`src/rtl/pi_dpi_capture.sv`:
```
// Raspberry Pi DPI capture in the x6 pixel-clock domain: phase-aligned sampling,
// position tracking and line-length lock. Optional colour bars via DPI_TESTPATTERN_EN.
`timescale 1ns/1ps
module pi_dpi_capture #(
  parameter int DATA_W       = 18,
  parameter int SAMPLE_PHASE = 3,
  parameter int H_TOTAL      = 864,
  parameter int LOCK_LINES   = 4,
  parameter int X_W          = 10,
  parameter int Y_W          = 10
) (
  input  logic              pixelClockX6,
  input  logic              nReset,
  input  logic [2:0]        pixelClockPhase,
  input  logic [DATA_W-1:0] dpiData,
  input  logic              dpiHsync,
  input  logic              dpiVsync,
`ifdef DPI_TESTPATTERN_EN
  input  logic              testPatternSel,
`endif
  output logic [DATA_W-1:0] pixelData,
  output logic              pixelValid,
  output logic [X_W-1:0]    pixelX,
  output logic [Y_W-1:0]    lineY,
  output logic              lineStart,
  output logic              frameStart,
  output logic              syncLocked,
  output logic              lineLengthError
);

  typedef struct packed {
    logic [DATA_W-1:0] data;
    logic              hs;
    logic              vs;
  } dpiSample_t;

  typedef enum logic [1:0] {SEARCH, VERIFY, LOCKED} lockState_t;

  localparam logic [2:0]     SAMPLE_PH   = 3'(SAMPLE_PHASE);
  localparam logic [11:0]    LEN_TARGET  = 12'(H_TOTAL);
  localparam logic [11:0]    LEN_MAX     = '1;
  localparam logic [3:0]     GOOD_TARGET = 4'(LOCK_LINES);
  localparam logic [X_W-1:0] X_MAX       = '1;

  dpiSample_t  s1;
  logic        s1Valid;
  logic        prevHs, prevVs, vsPending;
  logic [11:0] lenCnt;
  logic [3:0]  goodCnt;
  lockState_t  state;

  logic              hsEdge, vsEdge, lenMatch, lostLock, nxtLocked;
  lockState_t        nxtState;
  logic [3:0]        nxtGood;
  logic [11:0]       nxtLen;
  logic [X_W-1:0]    nxtX;
  logic [Y_W-1:0]    nxtY;
  logic [DATA_W-1:0] capData;

`ifdef DPI_TESTPATTERN_EN
  localparam int CW = DATA_W / 3;
  logic [2:0] bar;
  // Bar index from the top three bits of the new X; each component fully on or off.
  always_comb begin
    bar     = nxtX[X_W-1 -: 3];
    capData = testPatternSel ? {{CW{~bar[2]}}, {CW{~bar[1]}}, {CW{~bar[0]}}} : s1.data;
  end
`else
  always_comb capData = s1.data;
`endif

  always_comb begin
    hsEdge    = s1.hs & ~prevHs;
    vsEdge    = s1.vs & ~prevVs;
    lenMatch  = (lenCnt == LEN_TARGET);
    nxtState  = state;
    nxtGood   = goodCnt;
    lostLock  = 1'b0;
    if (hsEdge) begin
      unique case (state)
        SEARCH: begin
          nxtState = VERIFY;
          nxtGood  = '0;
        end
        VERIFY: begin
          if (lenMatch) begin
            nxtGood = goodCnt + 4'd1;
            if (nxtGood == GOOD_TARGET) nxtState = LOCKED;
          end else begin
            nxtGood = '0;
          end
        end
        LOCKED: begin
          if (!lenMatch) begin
            nxtState = SEARCH;
            lostLock = 1'b1;
          end
        end
        default: nxtState = SEARCH;
      endcase
    end else if (lenCnt == LEN_MAX && state != SEARCH) begin
      // Sync has vanished: give up rather than wait forever for the next hsync.
      nxtState = SEARCH;
      nxtGood  = '0;
      lostLock = (state == LOCKED);
    end
    nxtLocked = (nxtState == LOCKED);

    if (hsEdge) begin
      nxtX   = '0;
      nxtY   = (vsEdge || vsPending) ? '0 : lineY + 1'b1;
      nxtLen = 12'd1;
    end else begin
      nxtX   = (pixelX == X_MAX) ? pixelX : pixelX + 1'b1;
      nxtY   = lineY;
      nxtLen = (lenCnt == LEN_MAX) ? lenCnt : lenCnt + 12'd1;
    end
  end

  always_ff @(posedge pixelClockX6 or negedge nReset) begin
    if (!nReset) begin
      s1              <= '0;
      s1Valid         <= 1'b0;
      prevHs          <= 1'b0;
      prevVs          <= 1'b0;
      vsPending       <= 1'b0;
      lenCnt          <= '0;
      goodCnt         <= '0;
      state           <= SEARCH;
      pixelData       <= '0;
      pixelValid      <= 1'b0;
      pixelX          <= '0;
      lineY           <= '0;
      lineStart       <= 1'b0;
      frameStart      <= 1'b0;
      syncLocked      <= 1'b0;
      lineLengthError <= 1'b0;
    end else begin
      // Phases 6/7 never match a legal SAMPLE_PHASE, so they never sample.
      s1Valid <= (pixelClockPhase == SAMPLE_PH);
      if (pixelClockPhase == SAMPLE_PH) s1 <= '{data: dpiData, hs: dpiHsync, vs: dpiVsync};

      pixelValid      <= 1'b0;
      lineStart       <= 1'b0;
      frameStart      <= 1'b0;
      lineLengthError <= 1'b0;

      if (s1Valid) begin
        prevHs          <= s1.hs;
        prevVs          <= s1.vs;
        vsPending       <= hsEdge ? 1'b0 : (vsPending | vsEdge);
        lenCnt          <= nxtLen;
        goodCnt         <= nxtGood;
        state           <= nxtState;
        pixelX          <= nxtX;
        lineY           <= nxtY;
        pixelData       <= capData;
        syncLocked      <= nxtLocked;
        pixelValid      <= nxtLocked;
        lineStart       <= nxtLocked & hsEdge;
        frameStart      <= nxtLocked & hsEdge & (nxtY == '0);
        lineLengthError <= lostLock;
      end
    end
  end

endmodule

```
`config.mk`:
```
export PLATFORM = sky130hd
export DESIGN_NAME = pi_dpi_capture
export DESIGN_NICKNAME = d
export VERILOG_FILES = /design/src/rtl/pi_dpi_capture.sv
export SDC_FILE = /design/constraint.sdc
export NUM_CORES = 1
export LEC_CHECK = 0
export ABC_AREA = 1
export CORE_MARGIN = 10
export CORE_UTILIZATION = 48
export CTS_CLUSTER_SIZE = 20
export DETAILED_ROUTE_END_ITERATION = 10
export HOLD_SLACK_MARGIN = 0.02
export PLACE_DENSITY = 0.82
export SLEW_MARGIN = 30
export SYNTH_ARGS = -nofsm -noshare
export SYNTH_HDL_FRONTEND = slang
export SYNTH_SLANG_ARGS = --single-unit
```
`constraint.sdc`:
```
create_clock -name pixelClockX6 -period 1.6 [get_ports pixelClockX6]
set_clock_uncertainty 0.1 [all_clocks]
set_input_delay 0.24 -clock pixelClockX6 [delete_from_list [all_inputs] [get_ports pixelClockX6]]
set_output_delay 0.24 -clock pixelClockX6 [all_outputs]
set_load 0.05 [all_outputs]
```
==> results of run 1 <==
## stage by stage
step	worst slack, ps	setup TNS (ps)	util, %	area (um2)	hold WS [ps]
6_report	-236	-1300	70.6	6070	258
2_1_floorplan	-156	-374	-	4270	-156
4_1_cts	-50.2	-195	68.4	5880	272
3_5_place_dp	-86.4	-779	64.1	5510	120
5_1_grt	-382	-3460	70.6	6070	295
3_3_place_gp	-13.2	-17.0	64.1	5510	115
## area by class of cell
cell class | instances | area [um2] | area share (%)
clock buffer | 10 | 138 | 2.27
clock inverter | 6 | 65.1 | 1.07
inverter | 52 | 195 | 3.22
multi-input combinational | 387 | 2050 | 33.8
sequential | 85 | 2150 | 35.3
tap | 108 | 135 | 2.23
timing repair buffer | 116 | 1340 | 22.1
## power breakdown
part | internal, mW | total (mW) | leakage, nW | switching (mW)
logic | 1.06 | 2.55 | 1.85 | 1.48
clock network | 0.656 | 1.55 | 0.104 | 0.893
registers | 2.49 | 2.81 | 1.10 | 0.319
## worst max-delay path: cells and delay by family, from the launching register on
kind                     cells  cell delay (ps)
adder cells (fa/ha/maj)      1              210
AND/OR/NAND/NOR              8              940
buffers and inverters        1              110
flip-flops                   1              420
## synthesized netlist by cell type (2+ instances only)
cell type and number:
dfrtp_1 85, nand3b_1 2, ha_1 6, nand2_1 205, xor2_1 5, nor2_2 3
or2_2 2, inv_2 2, nand4_1 10, a21oi_1 8, inv_1 50, o21ai_1 7
nand2_4 3, nor3_1 9, clkbuf_1 11, nor2_1 45, nand2_2 5, nand3_1 42
buf_4 2, o21ai_0 20
## metal layers
metal	GRT usage (%)	vias to the layer above
met1	19.6	1937
met3	4.51	50
met5	0	-
li1	-	1925
met4	6.85	0
met2	30.4	190
## state kept, by name, indices dropped and copies added, names as in the netlist
register         count
capData             18
pixelData           18
lenCnt              12
lineY               10
pixelX              10
goodCnt              4
s1                   2
state                2
frameStart           1
lineLengthError      1
lineStart            1
pixelValid           1
prevHs               1
prevVs               1
s1Valid              1
syncLocked           1
vsPending            1
## timing repair
action                                  in CTS  in global routing
setup buffers                               11                  4
gates resized for setup                     12                 41
hold buffers                                 1                  0
pin swaps                                   14                 19
gates cloned                                 1                  0
endpoints found under the setup margin      18                 31
hold endpoints to repair                    32                  0
## logic make-up (layout without fill, tap and decap cells)
family / after synthesis / count (layout)
simple gates: 332 / 333
flops: 85 / 85
buf+inv: 68 / 184
compound gates: 41 / 41
fa+ha+maj: 6 / 6
xor+xnor: 6 / 6
mux: 1 / 1
## worst max-delay path by stage
| stage | from | to | slack [ps] | cells after the start |
|---|---|---|---|---|
| finish | lenCnt[0] | syncLocked | -240 | 10 |
| global placement | lenCnt[0] | syncLocked | -10 | 10 |
| global route | lenCnt[0] | syncLocked | -380 | 10 |
| floorplan | pixelX[0] | pixelX[4] | -160 | 7 |
| CTS | lenCnt[0] | goodCnt[3] | -50 | 7 |
| detailed placement | lenCnt[0] | syncLocked | -90 | 10 |
==> impl_results.rst, run 1 <==
.. list-table::
   :header-rows: 1

   * - Metric
     - Value
   * - XOR/XNOR Fraction of Synth Area
     - 1.25%
   * - Transition time at the pin with the least slew margin
     - 597 ps
   * - Total via count after detailed routing
     - 4,102
   * - Routability Congestion
     - 0.921
   * - Met2 layer wire length in the routed design
     - 6200 um
   * - Violations in the final reports
     - setup timing
   * - Total power density per cell area
     - 1140 nW/um2
   * - Average routed wire per standard cell
     - 15.9 um
   * - Global-route wire length before repair
     - 18,700 um
   * - Global Route Usage Sum
     - 17.3%
   * - CTS max path bufs
     - 2
   * - Most common cell after layout, fill and taps aside
     - nand2_1
   * - Sequential element share of the synthesized area
     - 50.7%
   * - Fraction of synthesized area in multiplexers
     - 0.358%
   * - Critical path data arrival time
     - 2050 ps
   * - Post-route clock period utilization
     - 115%
   * - Site row count
     - 34
   * - Compound-gate portion of the synthesized area
     - 5.22%
   * - Slew headroom
     - 60.2%
   * - Synth top area share
     - 50.7%
   * - Post-synthesis register bit count
     - 85
   * - Die Footprint
     - 12,900 um2
   * - Min setup slack post-route
     - -236 ps
   * - Overall power after layout
     - 6.90 mW
   * - H-tree Lvls
     - 3
   * - Slowest stage cell, crit path
     - dfrtp_1
   * - Final hold viol count
     - 0
   * - Unrepaired setup endpoints after global routing
     - true
   * - Period minus WS final
     - 1840 ps
   * - Top layer reached by signal wires
     - met4
   * - Most frequent cells in the layout
     - 198 x nand2_1, 70 x dfrtp_1, 55 x buf_4, 48 x inv_1, 42 x nor2_1
   * - Drt first pass iters
     - 5
   * - Primary flip-flop cell chosen by synthesis mapping
     - dfrtp_1
   * - Sink Count
     - 85
   * - Total met3 wirelength after detailed routing
     - 819 um
   * - Startpoint Class
     - register
   * - Count of pins on the block boundary
     - 68
   * - Path type of the worst setup path
     - reg2reg
   * - Required time worst endpoint
     - 1810 ps
   * - Area growth from synthesis to final layout
     - 44.8%
   * - EDFF count, synth
     - 0
   * - Hold WC Path Type
     - in2async
   * - Post-synth net total
     - 570
   * - Leading post-synthesis cells by cell area
     - dfrtp_1 51%, nand2_1 18%, nand3_1 5.0%
   * - Clock edge transition at the registers on the reported setup and hold paths
     - 100 ps
   * - CTS tree
     - yes
   * - Endpoint class of the critical path
     - register
   * - Highest clock rate
     - 545 MHz
   * - Max-slew violation count
     - 0
   * - Number of max-cap violations
     - 0
   * - Buffer cell driving the clock tree root
     - clkbuf_8
   * - Count of port buffers added during placement
     - 67
   * - Number of buffers created by CTS
     - 9
   * - Count of mapped cells out of synthesis
     - 539
   * - Yosys cell types
     - 37
   * - Post-synthesis cell area
     - 4190 um2
   * - Inserted Diodes
     - 0
   * - Vertical extent of the die
     - 113 um
   * - Total leakage power
     - 3.05 nW
   * - Cells after DPL
     - 731
   * - Core Region
     - 8590 um2
   * - Met1 Wirelength
     - 4710 um
   * - Routed Wire Length
     - 12,100 um
   * - Via-to-Cell Ratio
     - 5.37
   * - Via count of the first global-routing pass
     - 4,055
   * - Crit-path cells
     - inv_1 > ha_1 > nand3_2 > nor3_4 > nand2_1 > nor2_1 > nor2_1 > nor2_1 > nand2_1 > nand2_1
   * - Biggest fanout along the worst timing path
     - 3
   * - Post-Synth Adder-Cell Area
     - 1.79%
   * - Overall overflow remaining after global route
     - 0
   * - Starting density of the core
     - 48.8%
   * - Synth warnings
     - 0
   * - Worst reg2reg setup slack
     - -240 ps
   * - Most area-hungry cell type in the Yosys netlist
     - dfrtp_1
   * - Number of DRC markers in iteration 0
     - 233
   * - Share of cells above drive strength 1
     - 27.1%
   * - Worst R2R Path Depth
     - 10
   * - Width of the die
     - 113 um
   * - Number of nets with antenna violations after routing
     - 0
   * - Total number of nets in the final design
     - 682
   * - Critical Path Max Stage Delay
     - 420 ps
   * - Launching point of the worst reg2reg path
     - lenCnt[0]
   * - Fraction of registers with async set or reset after synthesis
     - 100%
   * - Combinational family with the most area after synthesis
     - simple AND/OR/NAND/NOR gates
   * - Worst skew pair latency
     - 360 ps
   * - Setup-failing EPs final
     - 20
   * - Simple-gate share of the synthesized area
     - 34.1%
   * - Worst-case vdd ir drop
     - 1.01 mV
   * - Non-filler instance count after layout
     - 764
   * - Post-Synthesis Mean Instance Area
     - 7.78 um2
   * - Result of the run
     - finished with violations
   * - Total DRC errors in the routed layout
     - 0
   * - Final-layout fill cell count
     - 619
   * - Largest net degree at the start of global routing
     - 41
   * - DP Wirelength
     - 7540 um
   * - Antenna violations before repair
     - 0
   * - Worst flop-to-flop path endpoint
     - syncLocked
Note: power is estimated with default switching activity, not from simulation.
==> inputs of run 2 (changes only) <==
Settings changed: CORE_MARGIN 10 to not set.
==> run 2 against run 1 <==
The run still ends with setup timing left. Critical path depth did not move. First-iteration DRC count up 35%. Register-to-register slack gained 150 ps. Wire length decreased by 10%. Setup slack better by 150 ps. Critical endpoint unchanged. Highest routed layer unchanged.
==> impl_results.rst, run 2 (synthesis gave the netlist of run 1 again) <==
.. list-table::
   :header-rows: 1

   * - Metric
     - Value
   * - Post-route cell area
     - 5910 um2 (-2.7%)
   * - Area growth from synthesis to final layout
     - 40.9%
   * - Required time worst endpoint
     - 1810 ps (about the same)
   * - Site row count
     - 33 (-2.9%)
   * - Most common cell after layout, fill and taps aside
     - nand2_1
   * - Violations in the final reports
     - setup timing
   * - Number of max-cap violations
     - 0 (unchanged)
   * - Non-filler instance count after layout
     - 760 (-0.52%)
   * - Routed Wire Length
     - 10,800 um (-10%)
   * - Setup WS pre-CTS
     - -113 ps (-27.0 ps)
   * - CTS max path bufs
     - 2 (unchanged)
   * - CTS tree
     - yes
   * - Min setup slack post-route
     - -82.0 ps (+154 ps)
   * - Count of port buffers added during placement
     - 67 (unchanged)
   * - Total number of nets in the final design
     - 681 (-0.15%)
   * - Max-slew violation count
     - 0 (unchanged)
   * - Global Route Usage Sum
     - 25.4% (+8.1 points)
   * - Total power density per cell area
     - 1150 nW/um2 (+0.89%)
   * - Share of cells above drive strength 1
     - 24.9% (-2.2 points)
   * - Routability Congestion
     - 0.936 (+1.7%)
   * - Number of DRC markers in iteration 0
     - 315 (+35%)
   * - Total via count after detailed routing
     - 4,045 (-1.4%)
   * - DP Wirelength
     - 7410 um (-1.7%)
   * - Worst R2R Path Depth
     - 10 (unchanged)
   * - Width of the die
     - 95.4 um (-16%)
   * - Worst-case vdd ir drop
     - 0.687 mV (-32%)
   * - Via count of the first global-routing pass
     - 4,030 (-0.62%)
   * - Cells after DPL
     - 730 (-0.14%)
   * - Area after DPL
     - 5470 um2 (-0.70%)
   * - Period minus WS final
     - 1680 ps (-154 ps)
   * - Endpoint class of the critical path
     - register
   * - Core Region
     - 8340 um2 (-2.9%)
   * - Setup-failing EPs final
     - 13 (-35%)
   * - Transition time at the pin with the least slew margin
     - 615 ps (+18.7 ps)
   * - Worst skew pair latency
     - 360 ps (about the same)
   * - Path type of the worst setup path
     - reg2reg
   * - Sink Count
     - 85 (unchanged)
   * - Number of buffers created by CTS
     - 9 (unchanged)
   * - Overall overflow remaining after global route
     - 0 (unchanged)
   * - Clock edge transition at the registers on the reported setup and hold paths
     - 100 ps (about the same)
   * - Worst hold margin
     - 215 ps (-43.5 ps)
   * - Number of nets with antenna violations after routing
     - 0 (unchanged)
   * - Global-route wire length before repair
     - 17,900 um (-4.7%)
   * - Average routed wire per standard cell
     - 14.3 um (-10%)
   * - Biggest fanout along the worst timing path
     - 3 (unchanged)
   * - Buffer cell driving the clock tree root
     - clkbuf_8
   * - Unrepaired setup endpoints after global routing
     - true
   * - Startpoint Class
     - register
   * - Total leakage power
     - 2.98 nW (-2.3%)
   * - Starting density of the core
     - 50.3% (+1.5 points)
   * - H-tree Lvls
     - 3 (unchanged)
   * - Final hold viol count
     - 0 (unchanged)
   * - Vertical extent of the die
     - 95.4 um (-16%)
   * - Drt first pass iters
     - 6 (+1)
   * - Most frequent cells in the layout
     - 201 x nand2_1, 72 x dfrtp_1, 62 x buf_4, 48 x inv_1, 42 x nor2_1
   * - Highest clock rate
     - 595 MHz (+9.2%)
   * - Count of pins on the block boundary
     - 68 (unchanged)
   * - Result of the run
     - finished with violations
   * - Worst flop-to-flop path endpoint
     - syncLocked
   * - Total DRC errors in the routed layout
     - 0 (unchanged)
   * - Largest net degree at the start of global routing
     - 28 (-32%)
   * - Inserted Diodes
     - 0 (unchanged)
   * - Worst reg2reg setup slack
     - -80 ps (+150 ps)
   * - Critical path data arrival time
     - 1890 ps (-160 ps)
   * - Launching point of the worst reg2reg path
     - lenCnt[1]
   * - Via-to-Cell Ratio
     - 5.32 (-0.87%)
   * - Slew headroom
     - 58.9% (-1.2 points)
   * - Hold WC Path Type
     - in2async
   * - Post-route clock period utilization
     - 105% (-9.6 points)
   * - Antenna violations before repair
     - 0 (unchanged)
   * - Die Footprint
     - 9110 um2 (-29%)
## run 2: changes by cell type in the layout (fill, tap and decap cells not counted), sizes merged
cell / change
clkinv: -2
buf: -1
bufinv: +1
clkinvlp: +1
## run 2: area by class of cell
type                            instances  area, um2
Fill cell                             594       2430
Sequential cell                        85       2140
Multi-Input combinational cell        387       1970
Timing Repair Buffer                  115       1260
Inverter                               52        198
Tap cell                              105        131
Clock buffer                           10        128
Clock inverter                          6       75.1
## run 2: repair_timing
action                                  in CTS  in global routing
endpoints found under the setup margin      12                 29
hold buffers                                 1                  0
setup buffers                                6                  6
cloned                                       1                  0
hold endpoints to repair                    72                  0
resized for setup                           11                 22
pin swaps                                   10                 10
## run 2: stage by stage
| step | setup TNS, ps | util [%] | power [mW] |
|---|---|---|---|
| 2_1_floorplan | -374 | - | 4.02 |
| 3_3_place_gp | -6.47 | 65.6 | 5.00 |
| 3_5_place_dp | -382 | 65.6 | 5.09 |
| 4_1_cts | -72.7 | 69.4 | 6.71 |
| 5_1_grt | -2120 | 70.8 | 7.09 |
| 6_report | -481 | 70.8 | 6.78 |
## run 2: how the worst max path moves through the flow
stage | from | end | slack, ps
after global placement | lenCnt[0] | lenCnt[4] | -6
after floorplan | pixelX[0] | pixelX[4] | -160
after CTS | lenCnt[1] | goodCnt[3] | -40
after detailed placement | lenCnt[0] | syncLocked | -110
final | lenCnt[1] | syncLocked | -80
after global routing | lenCnt[1] | goodCnt[0] | -180
## run 2: critical path, stage by stage, from the launching register on
cell and delay, ps:
dfrtp_1 410, inv_1 90, ha_1 170, nand3_2 110, nor3_2 170, nand2_1 80, nor2_1 150, nor2_1 80
nor2_1 110, nand2_1 90, nand2_1 60
## run 2: per-layer routing
layer	GRT usage, %	vias to the layer above	part of all wire (%)
met5	0	-	0
met2	43.3	175	52
li1	-	1914	-
met1	30.4	1928	39
met4	10.8	0	1.9
met3	6.54	28	7.1
## run 2: report_power, final
group	internal (mW)	leakage (nW)	switching (mW)	total (mW)
Clock	0.750	0.0998	0.852	1.60
Sequential	2.49	1.10	0.298	2.78
Combinational	0.962	1.79	1.43	2.39
==> inputs of run 3 (changes only) <==
Settings changed: CORE_ASPECT_RATIO set to 0.8, CORE_MARGIN set to 2, CORE_UTILIZATION 48 to 54, PLACE_DENSITY 0.82 to 0.87.
Clock period 1.6 ns to 1.79 ns, I/O delays scaled along.
==> run 3 against run 2 <==
The flow now finishes without violations. Count of clock-buffer cells in the layout decreased by 1. Die area decreased by 6.8%. Via count decreased by 7.1%. Core utilization about the same. First-iteration DRC count increased by 6.7%. Sequential cell count unchanged. Wire length decreased by 12%. Cell count decreased by 4.2%. Sequential power decreased by 9.7%. Hold slack improved by 77 ps. Maximum frequency decreased by 4.2%.
==> impl_results.rst, run 3 (synthesis gave the netlist of run 1 again) <==
.. list-table::
   :header-rows: 1

   * - Metric
     - Value
   * - Logic gate share of total power
     - 29.5% (-5.8 points)
   * - CTS tree
     - yes
   * - Cells after DPL
     - 707 (-3.2%)
   * - Starting density of the core
     - 56.2% (+5.9 points)
   * - Power share of the sequential group
     - 44.1% (+3.0 points)
   * - Endpoint class of the critical path
     - register
   * - Number of DRC markers in iteration 0
     - 336 (+6.7%)
   * - Cell-internal power
     - 3.48 mW (-17%)
   * - Worst hold margin
     - 292 ps (+77.1 ps)
   * - Setup-failing EPs final
     - 0 (-13)
   * - Most frequent cells in the layout
     - 201 x nand2_1, 75 x dfrtp_1, 58 x buf_4, 48 x inv_1, 45 x nor2_1
   * - Worst skew pair latency
     - 380 ps (+20 ps)
   * - Site row count
     - 28 (-15%)
   * - Number of max-cap violations
     - 0 (unchanged)
   * - Unrepaired setup endpoints after global routing
     - true
   * - Area growth from synthesis to final layout
     - 26.1%
   * - Highest clock rate
     - 570 MHz (-4.2%)
   * - Net switching power
     - 2.21 mW (-14%)
   * - Count of port buffers added during placement
     - 67 (unchanged)
   * - Period minus WS final
     - 1760 ps (+73.4 ps)
   * - Vertical extent of the die
     - 82.8 um (-13%)
   * - Largest net degree at the start of global routing
     - 35 (+25%)
   * - Overall overflow remaining after global route
     - 0 (unchanged)
   * - Required time worst endpoint
     - 1950 ps (+140 ps)
   * - Path type of the worst setup path
     - reg2reg
   * - Buffer cell driving the clock tree root
     - clkbuf_8
   * - Post-route clock period utilization
     - 98.1% (-7.1 points)
   * - Inserted Diodes
     - 0 (unchanged)
   * - Global Route Usage Sum
     - 23.6% (-1.8 points)
   * - Max-slew violation count
     - 0 (unchanged)
   * - Proportion of total power due to net switching
     - 38.8% (+0.76 points)
   * - Biggest fanout along the worst timing path
     - 10 (+7)
   * - Count of pins on the block boundary
     - 68 (unchanged)
   * - Routed Wire Length
     - 9500 um (-12%)
   * - Number of buffers created by CTS
     - 9 (unchanged)
   * - Core Region
     - 7460 um2 (-11%)
   * - Final hold viol count
     - 0 (unchanged)
   * - Most common cell after layout, fill and taps aside
     - nand2_1
   * - Number of nets with antenna violations after routing
     - 0 (unchanged)
   * - Transition time at the pin with the least slew margin
     - 619 ps (+3.77 ps)
   * - Total leakage power
     - 2.73 nW (-8.5%)
   * - DP Wirelength
     - 6690 um (-9.7%)
   * - Average routed wire per standard cell
     - 13.0 um (-8.6%)
   * - H-tree Lvls
     - 3 (unchanged)
   * - Antenna violations before repair
     - 0 (unchanged)
   * - CTS max path bufs
     - 2 (unchanged)
   * - Share of cells above drive strength 1
     - 19.3% (-5.6 points)
   * - Result of the run
     - completed
   * - Total number of nets in the final design
     - 649 (-4.7%)
   * - Width of the die
     - 103 um (+7.4%)
   * - Hold WC Path Type
     - in2async
   * - Sink Count
     - 85 (unchanged)
   * - Worst-case vdd ir drop
     - 0.603 mV (-12%)
   * - Total DRC errors in the routed layout
     - 0 (unchanged)
   * - Critical path data arrival time
     - 1910 ps (+20 ps)
   * - Die Footprint
     - 8490 um2 (-6.8%)
   * - Non-filler instance count after layout
     - 728 (-4.2%)
   * - Clock share of power
     - 26.4% (+2.8 points)
   * - Via count of the first global-routing pass
     - 3,653 (-9.4%)
   * - Drt first pass iters
     - 5 (-1)
   * - Routability Congestion
     - 0.896 (-4.3%)
   * - Slew headroom
     - 58.7% (-0.25 points)
   * - Startpoint Class
     - register
   * - Global-route wire length before repair
     - 16,100 um (-9.7%)
   * - Total via count after detailed routing
     - 3,756 (-7.1%)
   * - Clock edge transition at the registers on the reported setup and hold paths
     - 100 ps (about the same)
   * - Via-to-Cell Ratio
     - 5.16 (-3.1%)
   * - Total power density per cell area
     - 1080 nW/um2 (-6.2%)
   * - Final-layout fill cell count
     - 579 (-2.5%)
==> run 3: layout make-up <==
class	count	area (um2)	area share, %
flip-flops and latches	85	2140	40.5
multi-input cells	386	1880	35.5
repair buffers	84	716	13.5
inverters	52	198	3.74
well taps	105	131	2.49
clock buffers	9	124	2.34
clock inverters	7	100	1.89
==> run 3: power groups by stage <==
stage                     Combinational, mW  Sequential (mW)  Clock, mW
after floorplan                       0.565             2.98          0
after global placement                 1.56             2.50          0
after detailed placement               1.61             2.52          0
after CTS                              1.61             2.49       1.53
after global routing                   1.83             2.54       1.61
final                                  1.67             2.51       1.50
==> run 3: worst max-delay path, stage by stage, from the launching register on <==
cell     delay, ps
dfrtp_2        450
ha_4           160
nand2_2         80
nor3_4         220
nand2_2         90
nand2_4        100
nand2_4        110
mux2_4         320
==> run 3: per-stage QoR <==
step	setup TNS, ps	total power, mW	setup slack [ps]	area [um2]	utilization, %
CTS	0	5.63	22.9	5180	69.4
floorplan	-13.0	3.55	-13.0	4210	-
detailed placement	0	4.12	25.9	4940	66.2
global placement	0	4.07	49.8	4940	66.2
finish	0	5.68	34.5	5280	70.8
global route	-26.1	5.98	-16.1	5280	70.8
==> run 3: worst paths after layout <==
check,startpoint,to,slack [ps],depth (start not counted)
max in group asynchronous,nReset,pixelData[5],740,3
min,nReset,lenCnt[7],290,2
max reg2reg,pixelX[0],pixelX[4],30,7
max,pixelX[0],pixelX[4],30,7
min in group pixelClockX6,dpiData[9],capData[9],310,3
min reg2reg,capData[13],capData[13],380,2
==> run 3: layer usage <==
| metal | wire [um] | vias up | part of all wire (%) | global-route usage, % |
|---|---|---|---|---|
| met5 | 0 | - | 0 | 0 |
| li1 | - | 1856 | - | - |
| met1 | 4200 | 1752 | 44 | 31.4 |
| met3 | 617 | 16 | 6.5 | 6.14 |
| met4 | 145 | 0 | 1.5 | 6.18 |
| met2 | 4530 | 132 | 48 | 38.3 |
==> run 3: repair_timing <==
item	in CTS	in global routing
endpoints found under the setup margin	1	16
hold buffers	1	0
setup buffers	0	4
pin swaps	0	5
endpoints found under the hold margin	30	0
resized for setup	1	19
==> patch (flow settings as in run 1) <==
Re-encode `lockState_t` (3 states) as one-hot, 3 bits wide.
--- a/src/rtl/pi_dpi_capture.sv
+++ b/src/rtl/pi_dpi_capture.sv
@@ -35,5 +35,5 @@
   } dpiSample_t;
 
-  typedef enum logic [1:0] {SEARCH, VERIFY, LOCKED} lockState_t;
+  typedef enum logic [2:0] {SEARCH = 3'b001, VERIFY = 3'b010, LOCKED = 3'b100} lockState_t;
 
   localparam logic [2:0]     SAMPLE_PH   = 3'(SAMPLE_PHASE);
Function: same outputs for any inputs over 10 cycles, from zero or initial values and one cycle with nReset low; not proved beyond that.
==> patch against run 1 <==
The run still ends with negative setup slack left; sequential share of layout area decreased by 1.0 points; sequential cell count increased by 1; total power increased by 3.9%; design area increased by 4.1%; area after synthesis decreased by 1.1%; combinational power increased by 9.0%; routed wire length increased by 6.3%; worst setup slack got worse by 0.052 ns; critical endpoint is now frameStart.
==> patch: results (changes against run 1) <==
Synth
  • Ys flop type: dfrtp_1 (unchanged)
  • Top cells by area, synth: dfrtp_1 (51%), nand2_1 (17%), inv_1 (4.2%) (was dfrtp_1 (51%), nand2_1 (18%), nand3_1 (5.0%))
  • Synth warn: 0 (unchanged)
  • Syn Area/Cell: 8.174 um2 (was 7.776 um2)
  • Synth cell count leaders: nand2_1 (183), dfrtp_1 (85), inv_1 (46), nand3_1 (33), nor2_1 (25) (was nand2_1 (205), dfrtp_1 (85), inv_1 (50), nor2_1 (45), nand3_1 (42))
  • Post-synth cell types: 42 (was 37)
  • Seq/Total Area, Yosys: 0.5196 (was 0.5075)
  • Async SR Flop Fraction: 1.000 (unchanged)
  • Mapped Nets: 538 (was 570)
  • Number of synthesized flops with an enable pin: 0 (unchanged)

Power
  • Leak pwr: 3.071 nW (was 3.054 nW)
  • VDD IR max: 642.2 uV (was 1008 uV)

Placement
  • Detailed-placement wirelength estimate: 8021 um (was 7543 um)
  • Placement Cell Area: 0.005592 mm2 (was 0.005508 mm2)
  • Port bufs: 67 (unchanged)
  • GP Congestion: 0.9126 (was 0.9206)
  • Dpl cells: 711 (was 731)

Cells and area
  • Diodes inserted: 0 (unchanged)
  • Share of cells above drive strength 1: 0.3797 (was 0.2713)
  • Fin cells: 745 (was 764)
  • Fillcell total: 498 (was 619)
  • Final nets: 666 (was 682)

Clock tree
  • H-tree levels: 3 (unchanged)
  • Clock transition at path regs: 0.10 ns (about the same)
  • Max clock buf depth: 2 (unchanged)
  • Worst skew pair latency: 0.38 ns (was 0.36 ns)
  • CTS Buf Count: 9 (unchanged)
  • Root Driver: clkbuf_8 (unchanged)

Worst setup path
  • Worst R2R Start: lenCnt[1] (was lenCnt[0])
  • Critical path type: reg2reg (unchanged)
  • Largest fanout on the critical path: 3 (unchanged)
  • Worst EP arrival: 2.10 ns (was 2.05 ns)

Run status
  • Failing checks: negative setup slack (unchanged)
  • Status: complete, but fails checks (unchanged)

Drt
  • First DRT Iteration DRCs: 240 (was 233)
  • Top sig layer: met4 (unchanged)
  • Wl on met1: 4886 um (was 4708 um)
  • Routed wl met3: 900 um (was 819 um)
  • Vias: 4041 (was 4102)
  • Met2 wire length: 6705 um (was 6195 um)
  • First-pass DRT Iterations: 7 (was 5)
  • DRC Markers: 0 (unchanged)
  • Drt wl/cell: 17.30 um (was 15.87 um)

GRT
  • Largest net degree at the start of global routing: 35 (was 41)
  • Vias in the first global route: 4095 (was 4055)
  • First-pass GRT wire length: 19170 um (was 18750 um)
  • Overall Global Routing Usage: 0.1803 (was 0.1732)
  • Initial antenna violation count: 0 (unchanged)

Hold path
  • Worst Hold Class: in2async (unchanged)

Timing
  • Hold Violations, Final: 0 (unchanged)
  • Post-route worst setup slack: -0.2880 ns (was -0.2361 ns)
  • Endpoints failing setup: 32 (was 20)
  • Worst Tran Pin Value: 0.5967 ns (about the same)
  • Setup_tns: -4.000 ns (was -1.296 ns)
[patch: cell count changes after synthesis, moves of 3 or more]
cell	before	now
nand2_1	205	183
inv_2	2	9
xor2_1	5	2
nor2_1	45	25
a21oi_1	8	13
o21ai_0	20	24
nand4_1	10	5
nand3_1	42	33
inv_1	50	46
[patch: logic make-up after synthesis]
kind of cell / share of synthesized area
AND/OR/NAND/NOR: 0.3025
AO/OA/AOI/OAI: 0.08666
adder cells (fa/ha/maj): 0.01812
multiplexers: 0.002416
flip-flops: 0.5196
XOR/XNOR: 0.006342
buffers and inverters: 0.06431
[patch: path summary, 6_finish.rpt]
kind / slack (ns) / endpoint / cells past startpoint
worst max-delay path: -0.29 / frameStart / 11
max in group asynchronous: 0.68 / state[0] / 3
worst min-delay path: 0.20 / lenCnt[7] / 2
worst max register to register: -0.29 / frameStart / 11
min in group pixelClockX6: 0.28 / s1[0] / 3
worst min register to register: 0.38 / capData[10] / 2
[patch: worst max-delay path, stage by stage (launching register included)]
cell and delay, ns:
dfrtp_1 0.42, inv_2 0.11, ha_4 0.14, nand2_2 0.05, nor2_2 0.12, nand3_1 0.14
or2_0 0.24, nand2_1 0.09, nand2_2 0.07, a21oi_4 0.15, nand3_2 0.10, nor2_2 0.11
[patch: per-stage QoR]
step,hold WS [ns],worst slack (ns),power [mW]
2_1_floorplan,-0.1556,-0.1582,4.044
3_3_place_gp,0.06219,-0.08442,5.147
3_5_place_dp,0.06797,-0.1635,5.235
4_1_cts,0.2096,-0.1718,6.802
6_report,0.2038,-0.2880,7.173
5_1_grt,0.2416,-0.3930,7.447
[patch: metal layers]
| metal | vias to the layer above | GRT usage |
|---|---|---|
| met2 | 186 | 0.3172 |
| met1 | 1932 | 0.1988 |
| li1 | 1870 | - |
| met5 | - | 0 |
| met3 | 53 | 0.05652 |
| met4 | 0 | 0.06684 |
[patch: area by class of cell]
type,count,area [um2],area share
multi-input cells,353,2112,0.3341
clock buffers,9,123.9,0.01959
well taps,105,131.4,0.02078
flip-flops and latches,86,2170,0.3432
repair buffers,129,1488,0.2353
inverters,56,226.5,0.03582
clock inverters,7,71.32,0.01128
[patch: report_power, final]
part / switching, mW / total [mW] / internal (mW)
Sequential: 0.324 / 2.84 / 2.51
Clock: 0.935 / 1.55 / 0.619
Combinational: 1.59 / 2.78 / 1.19
Total: 2.85 / 7.17 / 4.33
[patch: timing repair]
action,CTS,global route
cloned,1,0
gates resized for setup,26,83
pin swaps,12,23
endpoints found under the setup margin,25,36
hold buffers,1,0
endpoints found under the hold margin,85,0
setup buffers,3,14
